File: src/rtl/cache_line_fill_ctrl.sv
// Sequences a wrap-around SDRAM burst into the 32-bit byte-enabled cache RAM
// and keeps a per-halfword valid map so the CPU can hit before the burst ends.
module cache_line_fill_ctrl #(
    parameter int AW      = 10,
    parameter int LINE_HW = 8,
    parameter int TIMEOUT = 255
) (
    input  logic                                   clock,
    input  logic                                   reset_n,
    input  logic                                   req,
    input  logic [AW-$clog2(LINE_HW/2)-1:0]        req_line,
    input  logic [$clog2(LINE_HW)-1:0]             req_crit,
    output logic                                   ack,
    input  logic                                   abort,
    input  logic                                   sd_valid,
    input  logic [15:0]                            sd_data,
    output logic                                   busy,
    output logic                                   done,
    output logic                                   err,
    output logic [LINE_HW-1:0]                     fill_valid,
    output logic                                   ram_wren,
    output logic [3:0]                             ram_byteena,
    output logic [AW-1:0]                          ram_address,
    output logic [31:0]                            ram_data
);

    localparam int HW_W = $clog2(LINE_HW);
    localparam int LN_W = AW - HW_W + 1;
    localparam int TW   = $clog2(TIMEOUT + 1);
    localparam logic [TW-1:0]   T_LAST  = TW'(TIMEOUT - 1);
    localparam logic [HW_W-1:0] HW_LAST = HW_W'(LINE_HW - 1);

    typedef enum logic [1:0] {S_IDLE, S_WAIT, S_FILL, S_DONE} state_t;

    state_t          state;
    logic [LN_W-1:0] line_q;
    logic [HW_W-1:0] crit_q;
    logic [HW_W-1:0] hw_cnt;
    logic [HW_W-1:0] idx;
    logic [TW-1:0]   timer;
    logic [AW-1:0]   word_addr;

    // Halfword index wraps naturally in HW_W bits; dropping its LSB gives the RAM word.
    assign idx       = crit_q + hw_cnt;
    assign word_addr = AW'({line_q, idx} >> 1);

    always_ff @(posedge clock or negedge reset_n) begin
        if (!reset_n) begin
            state       <= S_IDLE;
            line_q      <= '0;
            crit_q      <= '0;
            hw_cnt      <= '0;
            timer       <= '0;
            ack         <= 1'b0;
            busy        <= 1'b0;
            done        <= 1'b0;
            err         <= 1'b0;
            fill_valid  <= '0;
            ram_wren    <= 1'b0;
            ram_byteena <= 4'b0000;
            ram_address <= '0;
            ram_data    <= 32'h0;
        end else begin
            ack      <= 1'b0;
            done     <= 1'b0;
            err      <= 1'b0;
            ram_wren <= 1'b0;
            case (state)
                S_IDLE: begin
                    if (req) begin
                        state      <= S_WAIT;
                        ack        <= 1'b1;
                        busy       <= 1'b1;
                        line_q     <= req_line;
                        crit_q     <= req_crit;
                        fill_valid <= '0;
                        hw_cnt     <= '0;
                        timer      <= '0;
                    end
                end
                S_WAIT, S_FILL: begin
                    if (abort) begin
                        state      <= S_IDLE;
                        busy       <= 1'b0;
                        fill_valid <= '0;
                    end else if (sd_valid) begin
                        // Big-endian: even halfword lands in the upper 16 bits.
                        ram_wren        <= 1'b1;
                        ram_address     <= word_addr;
                        ram_data        <= {sd_data, sd_data};
                        ram_byteena     <= idx[0] ? 4'b0011 : 4'b1100;
                        fill_valid[idx] <= 1'b1;
                        hw_cnt          <= hw_cnt + HW_W'(1);
                        timer           <= '0;
                        done            <= (hw_cnt == HW_LAST);
                        state           <= (hw_cnt == HW_LAST) ? S_DONE : S_FILL;
                    end else if (timer == T_LAST) begin
                        state      <= S_IDLE;
                        err        <= 1'b1;
                        busy       <= 1'b0;
                        fill_valid <= '0;
                    end else begin
                        timer <= timer + TW'(1);
                    end
                end
                // One extra cycle so a held req cannot be taken in the done cycle.
                S_DONE: begin
                    state <= S_IDLE;
                    busy  <= 1'b0;
                end
                default: state <= S_IDLE;
            endcase
        end
    end

endmodule

File: config.mk
export PLATFORM = sky130hd
export DESIGN_NAME = cache_line_fill_ctrl
export DESIGN_NICKNAME = d
export VERILOG_FILES = /design/src/rtl/cache_line_fill_ctrl.sv
export SDC_FILE = /design/constraint.sdc
export NUM_CORES = 1
export LEC_CHECK = 0
export ABC_AREA = 1
export CORE_MARGIN = 2
export CORE_UTILIZATION = 25
export CTS_BUF_LIST = sky130_fd_sc_hd__clkbuf_16
export DETAILED_ROUTE_END_ITERATION = 10
export MAX_ROUTING_LAYER = met4
export PLACE_DENSITY = 0.46
export SYNTH_ARGS = -nofsm -noshare
export SYNTH_HDL_FRONTEND = slang
export SYNTH_SLANG_ARGS = --single-unit
File: constraint.sdc
create_clock -name clock -period 2.05 [get_ports clock]
set_clock_uncertainty 0.2 [all_clocks]
set_input_delay 0.205 -clock clock [delete_from_list [all_inputs] [get_ports clock]]
set_output_delay 0.205 -clock clock [all_outputs]
set_load 0.01 [all_outputs]
Word level (Yosys, flattened, before mapping)
Index checks and enable logic that the tools add are counted.
{"block": "word_totals", "regBits": 83, "output_inout_bits": 59, "wordCells": 83, "inputBits": 32}
{"block": "classes", "eq_ne": 12, "n_addsub": 3, "reduce_logical": 11, "bitwise_logic": 2, "order_cmp": 2, "n_mux": 39}
{"cell": "$mux W8", "count": 7}
{"cell": "$pmux W8 S2", "count": 2}
{"cell": "$mux W1", "count": 18}
{"cell": "$mux W3", "count": 3}
{"cell": "$ne A3 B3 Y1 const B", "count": 3}
{"cell": "$reduce_and A3 Y1", "count": 3}
{"cell": "$add A8 B1 Y8 const B", "count": 1}
{"cell": "$eq A8 B8 Y1 const B", "count": 1}
{"cell": "$mux W2", "count": 4}
{"cell": "$or A8 B8 Y8", "count": 1}
{"cell": "$reduce_and A4 Y1", "count": 2}
{"cell": "$ne A2 B2 Y1 const B", "count": 3}
{"cell": "$pmux W2 S3", "count": 1}
{"cell": "$pmux W3 S2", "count": 1}
{"cell": "$eq A2 B2 Y1 const B", "count": 2}
{"cell": "$lt A3 B4 Y1 const B", "count": 1}
{"cell": "$mux W4", "count": 1}
{"cell": "$ne A4 B4 Y1 const B", "count": 1}
{"cell": "$reduce_and A2 Y1", "count": 2}
{"cell": "$add A3 B1 Y3 const B", "count": 1}
{"cell": "$add A3 B3 Y3", "count": 1}
{"cell": "$demux W1 S3", "count": 1}
{"cell": "$eq A3 B3 Y1 const B", "count": 1}
{"cell": "$ge A3 B1 Y1 const B", "count": 1}
{"cell": "other kinds (7)", "count": 7}

Logic depth before layout (Yosys ltp)
Gate-level depths: netlist of the first run.
{"block": "logic_depth", "ltp_word": 9, "depth_mapped": 10, "mapped_depth_nobuf": 10}

Least setup slack after synthesis of the first run
OpenSTA, ideal clock, no wires.
{"block": "synth_timing", "path_type": "flip-flop to flip-flop", "start": "register state[0]", "end": "register ram_data[16]", "t_required_ns": 1.734, "slack_ns": 0.296, "period_less_slack_ns": 1.754, "path_buffers": 2, "path_stages_with_launch": 10, "t_arrival_ns": 1.437, "setup_ns": 0.116, "cell_sequence": "dfrtp_1 inv_1 ha_1 inv_2 nor2_4 nand2_2 buf_6 buf_6 nand2_1 nand2_1"}
{"block": "synth_between", "elab_chain_len": 3, "word_cells_on_any_way": 4, "classes_between": "2 x eq/ne; 2 x reduce/logical"}
{"item": "start, declared", "line_no": "35", "rtl": "state_t state;"}
{"item": "start signal, assigned", "line_no": "96", "rtl": "state <= (hw_cnt == HW_LAST) ? S_DONE : S_FILL;"}
{"item": "$eq A2 B1 Y1 or $eq A2 B2 Y1 (tied branches)", "line_no": "68", "rtl": "case (state)"}
{"item": "$reduce_or A2 Y1 (*)", "line_no": "68"}
{"item": "$reduce_and A3 Y1 (no source line) (*)"}
{"item": "end signal, assigned", "line_no": "90", "rtl": "ram_data <= {sd_data, sd_data};"}
{"item": "end, declared", "line_no": "24", "rtl": "output logic [31:0] ram_data"}
Mark *: on every way between the ends. The rest lies on a longest branch, timed or not.
A chain may end at the register's enable or synchronous reset.

Final worst setup path of the first run
{"block": "layout_timing", "start": "register hw_cnt[0]", "end": "register fill_valid[2]"}
{"block": "layout_between", "elab_chain_len": 9, "word_cells_on_any_way": 10, "classes_between": "1 x add/sub; 2 x order compare; 5 x mux; 1 x bitwise; 1 x reduce/logical"}
{"item": "start, declared", "line_no": "38", "rtl": "logic [HW_W-1:0] hw_cnt;"}
{"item": "start signal, assigned", "line_no": "93", "rtl": "hw_cnt <= hw_cnt + HW_W'(1);"}
{"item": "$add A3 B3 Y3 (*)", "line_no": "44", "rtl": "assign idx = crit_q + hw_cnt;"}
{"item": "$lt A3 B4 Y1 (implied by the code) or $ge A3 B1 Y1 (tied branches)", "line_no": "92", "rtl": "fill_valid[idx] <= 1'b1;"}
{"item": "$logic_and A1 B1 Y1 (implied by the code)", "line_no": "92"}
{"item": "$mux W1 (implied by the code)", "line_no": "92"}
{"item": "$demux W1 S3 (*)", "line_no": "92"}
{"item": "$or A8 B8 Y8 (no source line) (*)"}
{"item": "$mux W8 (*)", "line_no": "86", "rtl": "end else if (sd_valid) begin"}
{"item": "$mux W8 (*)", "line_no": "82", "rtl": "if (abort) begin"}
{"item": "$pmux W8 S2 (*)", "line_no": "68"}
{"item": "end signal, assigned", "line_no": "76", "rtl": "fill_valid <= '0;"}
{"item": "end signal, assigned", "line_no": "85", "rtl": "fill_valid <= '0;"}
{"item": "end signal, assigned by index", "line_no": "92"}
{"item": "end, declared", "line_no": "20", "rtl": "output logic [LINE_HW-1:0] fill_valid,"}
Marked as above.

==> results by group, run 1 <==
Synth
  – Syn_area_per_cell: slightly below 9 sq um
  – Netlist Area Pre-Place: between 0.003 and 0.004 sq mm
  – Mapped Cells: between 300 and 400
  – Synth Register Bits: 65
  – Post-synthesis sequential area ratio: between 50% and 60%
  – YS warnings: 0
  – Syn nets: 391
  – Post-synth cell types: 28

Timing
  – Post-layout minimum cycle time: 1.910 ns
  – Slew @ Worst Pin: around 0.43 ns
  – Fin. max-slew vios: 0
  – Period utilization: between 90% and 100%
  – Fmax: between 0.5 and 0.6 GHz
  – Worst Slack Setup Final: roughly 0.14 ns
  – Worst slew margin: between 70 and 80%
  – Setup TNS: 0 ns
  – Hold Violations, Final: 0
  – Final setup viols: 0
  – Unrepaired setup endpoints after global routing: no

Placed design
  – DP Worst Slack: 0.08316 ns
  – IO Port Bufs: 90
  – GP Congestion: between 0.7 and 0.8
  – HPWL after DPL: between 5 and 6 mm

Pwr
  – Share of power burned in registers: 30.5%
  – Power Density: roughly 1500 mW/mm^2
  – Net Switching: between 2 and 2.5 mW
  – Comb pwr share: a little over two fifths
  – Leakage: just over 2 nW
  – Max IR drop VDD: between 0.0004 and 0.0005 V
  – Clk pwr share: roughly a quarter
  – Power Internal: roughly 4.4 mW
  – Overall power: a little under 7 mW
  – Net Sw Frac: between 30 and 40%

Floorplan
  – Die ar.: 0.01311 sq mm
  – # rows: 40
  – Die X: between 100 and 150 um
  – IO Count: around 90
  – DIE HEIGHT: ~110 um
  – Core Region: between 0.01 and 0.015 sq mm
  – Initial Util: 25.52%

Detailed routing
  – Drt drc: 0
  – Routed vias/inst: 4.163
  – Routed wire length per instance: roughly 12 um
  – 1st-iter DRT viols: about 120
  – Antenna-violating nets left: 0
  – Vias post-DR: roughly 2,400
  – Routed wire length: roughly 7 mm
  – TritonRoute pass-1 iters: 4

Hold path
  – HP Class: primary input to asynchronous set/reset pin

Clocking
  – Clock buffer depth: 2
  – Reg clk slew, reported paths: 0.06 ns
  – CTS tree: yes
  – Clock root buffer: clkbuf_16
  – Cts bufs inserted: 9
  – Clock Latency Late Sink: roughly 0.33 ns
  – Clock sinks: 65
  – H-tree level count: 3

Global routing
  – Vias in the first global route: 2,464
  – GR Layer Usage met1: about 14%
  – Met2 Resource Use GR: between 10% and 20%
  – Met3 Usage GRT: roughly 4.3%
  – Initial antenna violation count: 0
  – Top Usage Layer GRT: met2
  – Remaining Overflow, GRT: 0
  – GRT Total Usage: 11.64%
  – First-pass GRT wire length: approximately 12 mm
  – Pin count of the biggest net entering global routing: 30

Final layout
  – Final Util: 36.65%
  – Ant. Diodes: 0
  – Area Overhead vs Synth: 43.61%
  – Number of nets in the layout: ~480
  – Commonest non-fill, non-tap cell in the layout: nand2_1
  – Layout cells sized above 1: under 10%
  – Commonest non-fill, non-tap cells in the layout: nand2_1 (116), clkdlybuf4s50_1 (89), dfrtp_1 (65), inv_1 (33), nor2_1 (30)

Status
  – Status: complete, no violations

Setup path
  – Startpoint class of the critical path: flop
  – Worst Setup End Kind: flop
  – Kind of critical path: flop to flop
  – FF-to-FF Start: hw_cnt[0]
  – Crit-path max FO: 6
  – Crit path DAT: slightly below 2 ns
  – CP startpoint: hw_cnt[0]
  – CP required: 2.11 ns

Job
  – Max_cap viols: 0
-- cell usage after synthesis, drive strengths merged --
library cell / n / area share [%]
a21oi: 3 / 0.86
buf: 24 / 6.0
clkbuf: 2 / 0.25
dfrtp: 65 / 53
fa: 1 / 0.66
ha: 7 / 2.9
inv: 37 / 4.6
nand2: 120 / 15
nand3: 24 / 4.8
nand4: 1 / 0.21
nor2: 36 / 5.7
nor3: 1 / 0.16
o211ai: 1 / 0.25
o21a: 1 / 0.25
o21ai: 26 / 4.3
o31ai: 1 / 0.25
xor2: 1 / 0.29
-- per-layer routing --
layer / wire length, um / part of all wire, %
met5: 0 / 0
met4: 101 / 1.4
met3: 488 / 7.0
met2: 3300 / 47
met1: 3131 / 45
-- cell type report --
cell class                      instances  area [sq um]
Multi-Input combinational cell        223          1100
Timing Repair Buffer                  100         985.9
Clock inverter                          7         118.9
Tap cell                              147         183.9
Clock buffer                            9         225.2
Sequential cell                        65          1627
Fill cell                            1222          7577
Inverter                               37         143.9
-- final timing paths --
kind / end / slack (ns) / cells past startpoint
setup reg to reg: fill_valid[2] / 0.14 / 8
min in group clock: ram_data[26] / 0.22 / 3
max in group asynchronous: ram_data[27] / 0.87 / 3
hold / removal: line_q[3] / 0.14 / 2
setup / recovery: fill_valid[2] / 0.14 / 8
hold reg to reg: ram_address[7] / 0.27 / 2
-- per-stage QoR --
stage | cell area [sq um] | hold WS, ns | instances
floorplan | 3053 | -0.2906 | 351
global route | 4384 | 0.1750 | 588
global placement | 4015 | -0.04002 | 570
CTS | 4369 | 0.1505 | 587
finish | 4384 | 0.1423 | 588
detailed placement | 4015 | -0.03439 | 570
-- power groups by stage --
stage / sequential [mW] / combinational [mW] / clock (mW)
2_1_floorplan: 2.20 / 1.62 / 0
3_3_place_gp: 2.09 / 2.92 / 0
3_5_place_dp: 2.10 / 2.94 / 0
4_1_cts: 2.08 / 2.95 / 1.81
5_1_grt: 2.14 / 3.28 / 1.88
6_report: 2.07 / 2.94 / 1.77
-- cells by family after synthesis --
logic type / after synthesis / share of synthesized area (%)
AOI/OAI and AO/OA: 32 / 5.861
xor gates and xnor gates: 1 / 0.2869
adders and majority gates: 8 / 3.524
buffers and inverters: 63 / 10.86
DFF: 65 / 53.28
and+or+nand+nor: 182 / 26.19
-- worst max-delay path: stages (launching register included) --
cell and delay [ns]:
dfrtp_1 0.40, ha_1 0.19, inv_1 0.06, fa_1 0.51, inv_1 0.15, nand3_1 0.09
nor2_1 0.13, nor2_1 0.05, nor2_1 0.07
-- state kept, by name, indices dropped and copies added (netlist names), 2 cells and up --
name / cells
ram_data: 16
ram_address: 10
fill_valid: 8
line_q: 8
timer: 8
crit_q: 3
hw_cnt: 3
ram_byteena: 2
state: 2
-- timing repair --
item | CTS | global route
setup buffers | 0 | 1
gates resized for setup | 0 | 5
hold endpoints to repair | 45 | 0
endpoints found under the setup margin | 0 | 10
hold buffers | 1 | 0
No activity file was read; power rests on OpenSTA's default activity.
==> run 2: changes to the inputs <==
Clock period 2.05 ns to 2.2 ns, I/O delays scaled along.
==> results by group, run 2 (synthesis results as in run 1) <==
Timing
  – Period utilization: 87.02% (was 93.18%)
  – Slew @ Worst Pin: 0.5127 ns (was 0.4307 ns)
  – Unrepaired setup endpoints after global routing: no (unchanged)
  – Hold_ws: 0.1878 ns (was 0.1423 ns)
  – Worst slew margin: 65.82% (was 71.29%)
  – Worst Slack Setup Final: 0.2856 ns (was 0.1399 ns)
  – Hold Violations, Final: 0 (unchanged)
  – Final setup viols: 0 (unchanged)
  – Setup TNS: 0 ns (unchanged)
  – Fin. max-slew vios: 0 (unchanged)
  – Post-layout minimum cycle time: 1.914 ns (was 1.910 ns)
  – Fmax: 0.5224 GHz (was 0.5235 GHz)

Clocking
  – Clock root buffer: clkbuf_16 (unchanged)
  – Cts bufs inserted: 9 (unchanged)
  – CTS tree: yes (unchanged)
  – Reg clk slew, reported paths: 0.06 ns (about the same)
  – Clock buffer depth: 2 (unchanged)
  – Clock Latency Late Sink: 0.32 ns (was 0.33 ns)
  – Clock sinks: 65 (unchanged)
  – H-tree level count: 3 (unchanged)
  – Post_cts resized: 0 (unchanged)

Final layout
  – Layout cells sized above 1: 8.219% (was 9.977%)
  – Ant. Diodes: 0 (unchanged)
  – Area Overhead vs Synth: 40.78% (was 43.61%)
  – Number of flip-flops in the largest register: 16 (unchanged)
  – Top flop regs: ram_data: 16 flops, ram_address: 10 flops (unchanged)
  – Commonest non-fill, non-tap cell in the layout: nand2_1 (unchanged)
  – Commonest non-fill, non-tap cells in the layout: nand2_1 (117), clkdlybuf4s50_1 (89), dfrtp_1 (65), inv_1 (35), nor2_1 (31) (was nand2_1 (116), clkdlybuf4s50_1 (89), dfrtp_1 (65), inv_1 (33), nor2_1 (30))
  – Final instance area: 0.004298 sq mm (was 0.004384 sq mm)
  – Final Non-Filler Cells: 585 (was 588)
  – Final Util: 35.93% (was 36.65%)
  – Largest Register: ram_data (unchanged)
  – Number of nets in the layout: 473 (was 476)

Global routing
  – Pin count of the biggest net entering global routing: 46 (was 30)
  – GRT Total Usage: 11.70% (was 11.64%)
  – Initial antenna violation count: 0 (unchanged)
  – Remaining Overflow, GRT: 0 (unchanged)
  – First-pass GRT wire length: 11.66 mm (was 11.68 mm)
  – Vias in the first global route: 2,406 (was 2,464)

Detailed routing
  – Routed vias/inst: 4.168 (was 4.163)
  – Drt drc: 0 (unchanged)
  – Antenna-violating nets left: 0 (unchanged)
  – Vias post-DR: 2,438 (was 2,448)
  – Routed wire length: 6.939 mm (was 7.021 mm)
  – 1st-iter DRT viols: 96 (was 117)
  – TritonRoute pass-1 iters: 5 (was 4)
  – Routed wire length per instance: 11.86 um (was 11.94 um)

Placed design
  – DP Worst Slack: 0.2298 ns (was 0.08316 ns)
  – HPWL after DPL: 5.045 mm (was 5.189 mm)
  – GP Congestion: 0.8407 (was 0.7912)
  – Placed insts: 568 (was 570)
  – IO Port Bufs: 90 (unchanged)
  – Placed instance area: 0.004000 sq mm (was 0.004015 sq mm)

Pwr
  – Overall power: 6.013 mW (was 6.770 mW)
  – Power Density: 1399 mW/mm^2 (was 1544 mW/mm^2)
  – Leakage: 2.024 nW (was 2.057 nW)
  – Max IR drop VDD: 0.0004078 V (was 0.0004377 V)

Setup path
  – Kind of critical path: flop to flop (unchanged)
  – CP required: 2.21 ns (was 2.11 ns)
  – Worst Setup End Kind: flop (unchanged)
  – Crit path DAT: 1.92 ns (was 1.97 ns)
  – Crit-path max FO: 6 (unchanged)
  – Startpoint class of the critical path: flop (unchanged)
  – Worst R2R Setup Slack: 0.29 ns (was 0.14 ns)
  – Worst reg2reg endpoint: fill_valid[2] (unchanged)
  – Reg2Reg Depth: 8 (unchanged)
  – CP startpoint: hw_cnt[0] (unchanged)
  – FF-to-FF Start: hw_cnt[0] (unchanged)

Floorplan
  – # rows: 40 (unchanged)
  – Initial Util: 25.52% (unchanged)
  – IO Count: 91 (unchanged)
  – DIE HEIGHT: 114.5 um (unchanged)
  – Core Region: 0.01196 sq mm (unchanged)
  – Die X: 114.5 um (unchanged)
  – Die ar.: 0.01311 sq mm (unchanged)

Job
  – Max_cap viols: 0 (unchanged)

Status
  – Status: complete, no violations (unchanged)

Hold path
  – HP Class: primary input to asynchronous set/reset pin (unchanged)
-- run 2: worst max path at each step --
stage,endpoint,cells past startpoint
global placement,ram_byteena[2],7
detailed placement,ram_byteena[2],7
floorplan,ram_data[16],9
global route,fill_valid[5],10
finish,fill_valid[2],8
CTS,fill_valid[3],8
-- run 2: cell type report --
class                      count  area [sq um]
clock buffer                   9         225.2
clock inverter                 7         62.56
fill                        1211          7664
inverter                      37         141.4
multi-input combinational    223          1095
sequential                    65          1627
tap                          147         183.9
timing repair buffer          97         963.4
-- run 2: timing repair --
action | 4_1_cts | 5_1_grt
hold buffers | 1 | 0
hold endpoints to repair | 20 | 0
setup buffers | 0 | 0
-- run 2: where the power goes --
part | switching, mW | internal (mW) | total, mW
clock | 0.510 | 0.864 | 1.37
sequential | 0.274 | 1.65 | 1.93
combinational | 1.41 | 1.30 | 2.71
total | 2.20 | 3.82 | 6.01
-- run 2: worst max-delay path: stages (launching register included) --
cell	delay [ns]
dfrtp_1	0.40
ha_1	0.16
inv_1	0.04
fa_1	0.60
inv_1	0.13
nand3_1	0.11
nor2_1	0.04
nor2_1	0.08
nor2_1	0.04
-- run 2: metal layers --
metal	vias up	share of wire, %	global-route usage [%]
li1	1241	-	-
met2	77	44	17.91
met1	1110	48	14.72
met3	10	6.0	3.335
met4	0	1.4	4.390
met5	-	0	-
==> run 3: changes to the inputs <==
--- a/config.mk
+++ b/config.mk
@@ -9,5 +9,5 @@
 export CORE_MARGIN = 2
 export CORE_UTILIZATION = 25
-export CTS_BUF_LIST = sky130_fd_sc_hd__clkbuf_16
+export CTS_BUF_LIST = sky130_fd_sc_hd__clkbuf_4 sky130_fd_sc_hd__clkbuf_8
 export DETAILED_ROUTE_END_ITERATION = 10
 export MAX_ROUTING_LAYER = met4
==> constraint.sdc (replaced) <==
create_clock -name clock -period 2.2 [get_ports clock]
set_clock_uncertainty 0.2 [all_clocks]
set_input_delay 0.44 -clock clock [delete_from_list [all_inputs] [get_ports clock]]
set_output_delay 0.44 -clock clock [all_outputs]
set_load 0.005 [all_outputs]
==> results by group, run 3 (synthesis results as in run 1) <==
Pwr
  – Max IR drop VDD: 0.0003509 V (was 0.0004078 V)
  – Power Internal: 3.418 mW (was 3.816 mW)
  – Net Switching: 1.952 mW (was 2.197 mW)
  – Net Sw Frac: 36.35% (was 36.53%)
  – Power Density: 1272 mW/mm^2 (was 1399 mW/mm^2)
  – Leakage: 1.990 nW (was 2.024 nW)
  – Clk pwr share: 16.8% (was 22.8%)
  – Comb pwr share: 47.3% (was 45.1%)
  – Share of power burned in registers: 35.9% (was 32.1%)

Timing
  – Slew @ Worst Pin: 0.4483 ns (was 0.5127 ns)
  – Hold_ws: 0.2843 ns (was 0.1878 ns)
  – Worst slew margin: 70.11% (was 65.82%)
  – Period utilization: 87.84% (was 87.02%)
  – Unrepaired setup endpoints after global routing: no (unchanged)
  – Post-layout minimum cycle time: 1.933 ns (was 1.914 ns)
  – Final setup viols: 0 (unchanged)
  – Fin. max-slew vios: 0 (unchanged)
  – Worst Slack Setup Final: 0.2675 ns (was 0.2856 ns)
  – Hold Violations, Final: 0 (unchanged)
  – Fmax: 0.5175 GHz (was 0.5224 GHz)
  – Setup TNS: 0 ns (unchanged)

Global routing
  – Remaining Overflow, GRT: 0 (unchanged)
  – Initial antenna violation count: 0 (unchanged)
  – First-pass GRT wire length: 11.95 mm (was 11.66 mm)
  – Pin count of the biggest net entering global routing: 29 (was 46)
  – Vias in the first global route: 2,474 (was 2,406)
  – GRT Total Usage: 11.98% (was 11.70%)

Clocking
  – Clock root buffer: clkbuf_8 (was clkbuf_16)
  – Clock Latency Late Sink: 0.33 ns (was 0.32 ns)
  – H-tree level count: 3 (unchanged)
  – Post-CTS Setup Bufs: 0 (unchanged)
  – Post_cts resized: 0 (unchanged)
  – Hold-fix buffers at CTS: 1 (unchanged)
  – Clock sinks: 65 (unchanged)
  – Clock buffer depth: 2 (unchanged)
  – Cts bufs inserted: 9 (unchanged)
  – CTS tree: yes (unchanged)
  – Reg clk slew, reported paths: 0.07 ns (was 0.06 ns)

Detailed routing
  – Routed wire length per instance: 11.74 um (was 11.86 um)
  – Antenna-violating nets left: 0 (unchanged)
  – Routed wire length: 6.879 mm (was 6.939 mm)
  – TritonRoute pass-1 iters: 4 (was 5)
  – 1st-iter DRT viols: 86 (was 96)
  – Routed vias/inst: 4.171 (was 4.168)
  – Vias post-DR: 2,444 (was 2,438)
  – Drt drc: 0 (unchanged)

Floorplan
  – Die ar.: 0.01311 sq mm (unchanged)
  – Die X: 114.5 um (unchanged)
  – DIE HEIGHT: 114.5 um (unchanged)
  – # rows: 40 (unchanged)
  – IO Count: 91 (unchanged)
  – Initial Util: 25.52% (unchanged)
  – Core Region: 0.01196 sq mm (unchanged)

Final layout
  – Area Overhead vs Synth: 38.24% (was 40.78%)
  – Top flop regs: ram_data: 16 flops, ram_address: 10 flops (unchanged)
  – Largest Register: ram_data (unchanged)
  – Commonest non-fill, non-tap cells in the layout: nand2_1 (117), clkdlybuf4s50_1 (89), dfrtp_1 (65), inv_1 (34), nor2_1 (31) (was nand2_1 (117), clkdlybuf4s50_1 (89), dfrtp_1 (65), inv_1 (35), nor2_1 (31))
  – Number of flip-flops in the largest register: 16 (unchanged)
  – Final instance area: 0.004220 sq mm (was 0.004298 sq mm)
  – Final Util: 35.28% (was 35.93%)
  – Commonest non-fill, non-tap cell in the layout: nand2_1 (unchanged)
  – Layout cells sized above 1: 9.112% (was 8.219%)
  – Number of nets in the layout: 475 (was 473)
  – Ant. Diodes: 0 (unchanged)

Placed design
  – HPWL after DPL: 5.065 mm (was 5.045 mm)
  – IO Port Bufs: 90 (unchanged)
  – DP Worst Slack: 0.09301 ns (was 0.2298 ns)
  – GP Congestion: 0.7872 (was 0.8407)
  – Placed instance area: 0.004040 sq mm (was 0.004000 sq mm)

Setup path
  – Startpoint class of the critical path: flop (unchanged)
  – Crit path DAT: 2.01 ns (was 1.92 ns)
  – Crit-path max FO: 6 (unchanged)
  – Max stage delay cell, worst path: fa_1 (unchanged)
  – Crit path top cell by count: nor2_1 (unchanged)
  – Worst Setup End Kind: flop (unchanged)
  – CP Cell Sequence: ha_1, inv_1, fa_1, inv_1, nand3_1, nor2_1, nor2_1, nor2_1 (unchanged)
  – Worst stage delay on the critical path: 0.49 ns (was 0.60 ns)
  – CP required: 2.27 ns (was 2.21 ns)
  – Kind of critical path: flop to flop (unchanged)

Job
  – Max_cap viols: 0 (unchanged)

Hold path
  – HP Class: flop to flop (was primary input to asynchronous set/reset pin)

Status
  – Status: complete, no violations (unchanged)
==> run 3: changes by cell type in the layout (fill, tap and decap cells not counted), sizes merged <==
| cell | change |
|---|---|
| clkbuf | +3 |
| clkinv | -2 |
| bufinv | -1 |
| buf | +2 |
| inv | -1 |
==> run 3: metrics by stage <==
step           power, mW  std cells
2_1_floorplan      3.385        351
3_3_place_gp       4.498        570
3_5_place_dp       4.526        570
4_1_cts            5.480        586
5_1_grt            5.912        586
6_report           5.370        586
==> run 3: final cells by class <==
type / instances / area (sq um)
fill: 1252 / 7741
multi-input combinational: 223 / 1095
inverter: 37 / 141.4
timing repair buffer: 99 / 1003
clock inverter: 3 / 17.52
tap: 147 / 183.9
sequential: 65 / 1627
clock buffer: 12 / 152.6
==> run 3: worst paths after layout <==
path | from | end | cells past startpoint | slack, ns
worst min-delay path | line_q[5] | line_q[5] | 2 | 0.28
worst max register to register | hw_cnt[0] | fill_valid[2] | 8 | 0.27
max in group asynchronous | reset_n | ram_data[23] | 3 | 0.79
worst max-delay path | hw_cnt[0] | fill_valid[2] | 8 | 0.27
min in group asynchronous | reset_n | ram_address[1] | 2 | 0.38
worst min register to register | line_q[5] | line_q[5] | 2 | 0.28
==> run 3: worst max-delay path: cells and delay by family (launching register included) <==
family / cells / cell delay, ns
adders and majority gates: 2 / 0.69
buffers and inverters: 2 / 0.21
DFF: 1 / 0.42
and+or+nand+nor: 4 / 0.34
==> run 3: metal layers <==
layer  GRT usage (%)  part of all wire [%]
met1           15.06                    46
met3           3.653                   7.0
met5               -                     0
met2           18.19                    46
met4           4.390                  0.64
==> run 3: power by group through the flow <==
stage	clock, mW	sequential [mW]	combinational [mW]
floorplan	0	1.93	1.45
global placement	0	1.95	2.55
detailed placement	0	1.96	2.57
CTS	0.959	1.94	2.58
global route	1.01	1.99	2.91
finish	0.902	1.93	2.54
